<file path="src/rtl/qam16_mapper.sv">
// Serial-to-16QAM symbol mapper: assembles 4-bit nibbles from a bit stream
// and presents Gray-mapped I/Q levels once per SPS-sample symbol period.
module qam16_mapper #(
    parameter int SPS = 11
) (
    input  logic       clk,
    input  logic       reset,
    input  logic       bit_in,
    input  logic       bit_valid,
    output logic       bit_ready,
    output logic [3:0] count,
    output logic [3:0] iout,
    output logic [3:0] qout,
    output logic       sym_valid,
    output logic       underflow,
    input  logic       clr_underflow
);

    localparam logic [3:0] LAST = 4'(SPS - 1);

    logic [3:0] count_q, count_d;
    logic [3:0] shift_q, shift_d;
    logic [1:0] bcnt_q, bcnt_d;
    logic [3:0] hold_q, hold_d;
    logic       hold_full_q, hold_full_d;
    logic [3:0] i_q, i_d;
    logic [3:0] q_q, q_d;
    logic       sv_q, sv_d;
    logic       uf_q, uf_d;

    logic       boundary;
    logic       accept;
    logic [3:0] new_nib;

    // Gray pair to signed level: 00->-3, 01->-1, 11->+1, 10->+3
    function automatic logic [3:0] map2(input logic [1:0] g);
        case (g)
            2'b00:   map2 = 4'b1101;
            2'b01:   map2 = 4'b1111;
            2'b11:   map2 = 4'b0001;
            default: map2 = 4'b0011;
        endcase
    endfunction

    assign boundary  = (count_q == LAST);
    // Stall only the 4th bit, and only while the hold slot cannot drain this edge
    assign bit_ready = !((bcnt_q == 2'd3) && hold_full_q && !boundary);
    assign accept    = bit_valid && bit_ready;
    assign new_nib   = {shift_q[2:0], bit_in};

    always_comb begin
        count_d     = boundary ? 4'd0 : count_q + 4'd1;
        shift_d     = shift_q;
        bcnt_d      = bcnt_q;
        hold_d      = hold_q;
        hold_full_d = hold_full_q;
        i_d         = i_q;
        q_d         = q_q;
        sv_d        = sv_q;
        uf_d        = uf_q;

        if (accept) begin
            shift_d = new_nib;
            bcnt_d  = bcnt_q + 2'd1;
        end

        if (boundary) begin
            if (hold_full_q) begin
                i_d         = map2(hold_q[3:2]);
                q_d         = map2(hold_q[1:0]);
                sv_d        = 1'b1;
                hold_full_d = 1'b0;
            end else begin
                i_d  = 4'd0;
                q_d  = 4'd0;
                sv_d = 1'b0;
            end
        end

        if (boundary && !hold_full_q)
            uf_d = 1'b1;
        else if (clr_underflow)
            uf_d = 1'b0;

        // A completing nibble refills the slot even if it drained this same edge
        if (accept && bcnt_q == 2'd3) begin
            hold_d      = new_nib;
            hold_full_d = 1'b1;
        end
    end

    always_ff @(posedge clk or negedge reset) begin
        if (!reset) begin
            count_q     <= 4'd0;
            shift_q     <= 4'd0;
            bcnt_q      <= 2'd0;
            hold_q      <= 4'd0;
            hold_full_q <= 1'b0;
            i_q         <= 4'd0;
            q_q         <= 4'd0;
            sv_q        <= 1'b0;
            uf_q        <= 1'b0;
        end else begin
            count_q     <= count_d;
            shift_q     <= shift_d;
            bcnt_q      <= bcnt_d;
            hold_q      <= hold_d;
            hold_full_q <= hold_full_d;
            i_q         <= i_d;
            q_q         <= q_d;
            sv_q        <= sv_d;
            uf_q        <= uf_d;
        end
    end

    assign count     = count_q;
    assign iout      = i_q;
    assign qout      = q_q;
    assign sym_valid = sv_q;
    assign underflow = uf_q;

endmodule

</file>
<file path="config.mk">
export PLATFORM = sky130hd
export DESIGN_NAME = qam16_mapper
export DESIGN_NICKNAME = d
export VERILOG_FILES = /design/src/rtl/qam16_mapper.sv
export SDC_FILE = /design/constraint.sdc
export NUM_CORES = 1
export LEC_CHECK = 0
export BUFFER_PORTS_ARGS = -buffer_cell sky130_fd_sc_hd__buf_4
export CAP_MARGIN = 10
export CORE_UTILIZATION = 50
export DETAILED_ROUTE_END_ITERATION = 7
export PLACE_DENSITY = 0.82
export SLEW_MARGIN = 20
export SYNTH_ARGS = -nofsm -noshare
export SYNTH_HDL_FRONTEND = slang
export SYNTH_SLANG_ARGS = --single-unit
</file>
<file path="constraint.sdc">
create_clock -name clk -period 3.9 [get_ports clk]
set_clock_uncertainty 0.15 [all_clocks]
set_input_delay 0.585 -clock clk [delete_from_list [all_inputs] [get_ports clk]]
set_output_delay 0.585 -clock clk [all_outputs]
set_load 0.02 [all_outputs]
</file>
==> key figures <==
Run status
  – Status: complete, no violations

Hold path
  – Hold path cells: 2
  – Hold Path End: underflow
  – Worst Hold Launch: clr_underflow
  – Worst hold path class: input pin to flop

Global routing
  – Initial antenna violation count: 0
  – Vias in the first global route: 567
  – Met3 usage: 2.40%
  – Met2 usage: about a quarter
  – GRT overflow: 0
  – First-pass GRT wire length: 2.30 mm
  – Pin count of the biggest net entering global routing: 21
  – GR Layer Usage met1: between 20% and 30%
  – Tot GR Track Use: 15.6%
  – Busiest grt layer: met2

Critical path
  – Reg-to-reg critical path endpoint: hold_q[1]
  – Worst path required time: approximately 3200 ps
  – Worst endpoint data arrival time: 1570 ps
  – Crit-path max FO: 10
  – CP Class: flop to primary output
  – R2r startpoint: bcnt_q[0]
  – Reg2reg setup slack: 2220 ps
  – Critical Path End Type: primary output
  – CP startpoint kind: flop
  – FF-to-FF path depth: 4

Synth
  – YS warnings: 0
  – Simple-Gate Fraction of Synth Area: 10.4%
  – Mapped Nets: 86
  – Yosys reg bits: 20
  – Post-synth cell types: 22
  – Multiplexer area fraction after synthesis: 11.9%
  – Synthesized area: 935 sq um
  – Synth Area in XOR/XNOR: 2.81%
  – Gate Count Post-Synth: 77
  – Compound-Gate Fraction of Synth Area: 9.50%
  – Post-synthesis adder-cell area fraction: 5.35%
  – Largest family of logic cells by synthesized area: multiplexers
  – Syn Area/Cell: 12.1 sq um
  – Post-synthesis sequential area ratio: 53.5%

STA
  – Crit path time final: 2300 ps
  – Tightest Pin Transition: 379 ps
  – Normalized max-slew margin: 74.6%
  – Achievable Freq: ~430 MHz
  – Setup TNS: 0 ps
  – Endpoints failing setup: 0
  – Worst hold slack: 331 ps
  – Final Max Slew Viols: 0
  – Unrepaired setup endpoints after global routing: false
  – Final hold vios: 0
  – Crit share post-route: 59.1%

Placed design
  – Placed Area: 0.00107 sq mm
  – GP Congestion: 0.719
  – DP HPWL: between 1 and 1.5 mm
  – PortBufs: 19

Clock tree
  – Root Buffer: clkbuf_4
  – Worst-skew pair later-pin latency: 290 ps
  – Clk sink count: 20
  – CTS H-tree depth: 1
  – CTS max path bufs: 2
  – CTS tree: built
  – Num CTS Buffers: 3
  – Clk pin slew, worst setup/hold paths: between 100 and 150 ps

Floorplanning
  – Core area: 0.00175 sq mm
  – Initial Util: 53.5%
  – Die width: 45.2 microns
  – Die Area: 0.00205 sq mm
  – # IOs: 20
  – Die Span Y: about 45 microns
  – Std cell rows: 15

Pwr
  – Lkg Pwr: 0.523 nW
  – Final Power: 0.762 mW
  – VDD IR max: 0.436 mV
  – Pwr dens: 684 mW/mm^2

Drt
  – DRC: 0
  – DR iter-0 viols: 1
  – Drt pass-1 iters: 3
  – Routed WL: between 1 and 1.5 mm
  – Routed length per placed instance: 11.6 microns
  – DR vias/cell: 4.82
  – Vias: 578
  – Routed Antenna Nets: 0

Cells and area
  – Final Instance Area: 0.00111 sq mm
  – Most frequent cells in the layout: dfrtp_1, buf_4, nand2_1
  – Final #Nets: about 110
  – Commonest non-fill, non-tap cell in the layout: dfrtp_1
  – Area Growth Syn to Fin: 19.1%
  – N_diodes: 0
  – Layout cells sized above 1: 36.8%

Run
  – Max-cap check violation count: 0
==> metrics by stage <==
step | worst slack [ps] | util (%) | cells
global placement | 1970 | 61.1 | 115
CTS | 1580 | 63.8 | 120
finish | 1600 | 63.8 | 120
floorplan | 1990 | - | 77
detailed placement | 1930 | 61.1 | 115
global route | 1470 | 63.8 | 120
==> worst max-delay path by stage <==
stage                     depth (start not counted)        end     start
final                                             3  bit_ready  count[2]
after global routing                              3  bit_ready  count[0]
after CTS                                         3  bit_ready  count[2]
after detailed placement                          3  bit_ready  count[2]
after global placement                            3  bit_ready  count[2]
after floorplan                                   3  bit_ready  count[0]
==> power by group <==
part / switching (mW) / leakage [nW] / internal (mW)
Sequential: 0.0596 / 0.237 / 0.282
Combinational: 0.150 / 0.265 / 0.151
Clock: 0.0618 / 0.0210 / 0.0569
==> cell usage after synthesis <==
master      n  area [sq um]
xor2_1      1          8.76
ha_1        4          50.1
clkbuf_1    1          3.75
o21ai_4     1          16.3
nor2_1      1          3.75
nand2b_1    1          6.26
dfrtp_1    20           500
a21oi_1     1          5.00
buf_4       5          37.5
nand3_1     3          15.0
o211ai_1    1          7.51
inv_1       5          18.8
o21ai_0     3          15.0
and4bb_4    1          16.3
nand2_1    12          45.0
a22o_1      2          17.5
xnor2_1     2          17.5
mux2i_1     1          10.0
mux2_2      9           101
o211ai_4    1          21.3
o22ai_1     1          6.26
nand4bb_1   1          11.3
==> cell type report <==
type                    instances  area (sq um)
clock buffers                   4          36.3
fillers                       147           632
multi-input cells              46           374
repair buffers                 20           153
well taps                      25          31.3
inverters                       5          18.8
flip-flops and latches         20           500
==> cell families (layout without fill, tap and decap cells) <==
group           after synthesis  after routing
flops                        20             20
simple gates                 19             19
buf+inv                      11             29
compound gates               10             10
mux                          10             10
fa+ha+maj                     4              4
xor+xnor                      3              3
==> registers in the layout, summed over array words and instances (netlist names) <==
signal / flops
count: 4
hold_q: 4
iout: 3
shift_q: 3
bcnt_q: 2
qout: 2
hold_full_q: 1
underflow: 1
==> metal layers <==
layer  routed length [microns]  part of all wire, %
met5                         0                    0
met4                         0                    0
met3                        28                  2.0
met1                       670                   48
met2                       689                   50
==> what timing repair did <==
item | CTS | global route
setup buffers | 0 | 0
gates resized for setup | 0 | 0
endpoints found under the hold margin | 20 | 0
hold buffers | 1 | 0
==> worst max-delay path, cell delays in order (launching register included) <==
cell,delay [ps]
dfrtp_1,460
nand4bb_1,450
nand3_1,210
buf_4,160
No activity file was read; power rests on OpenSTA's default activity.
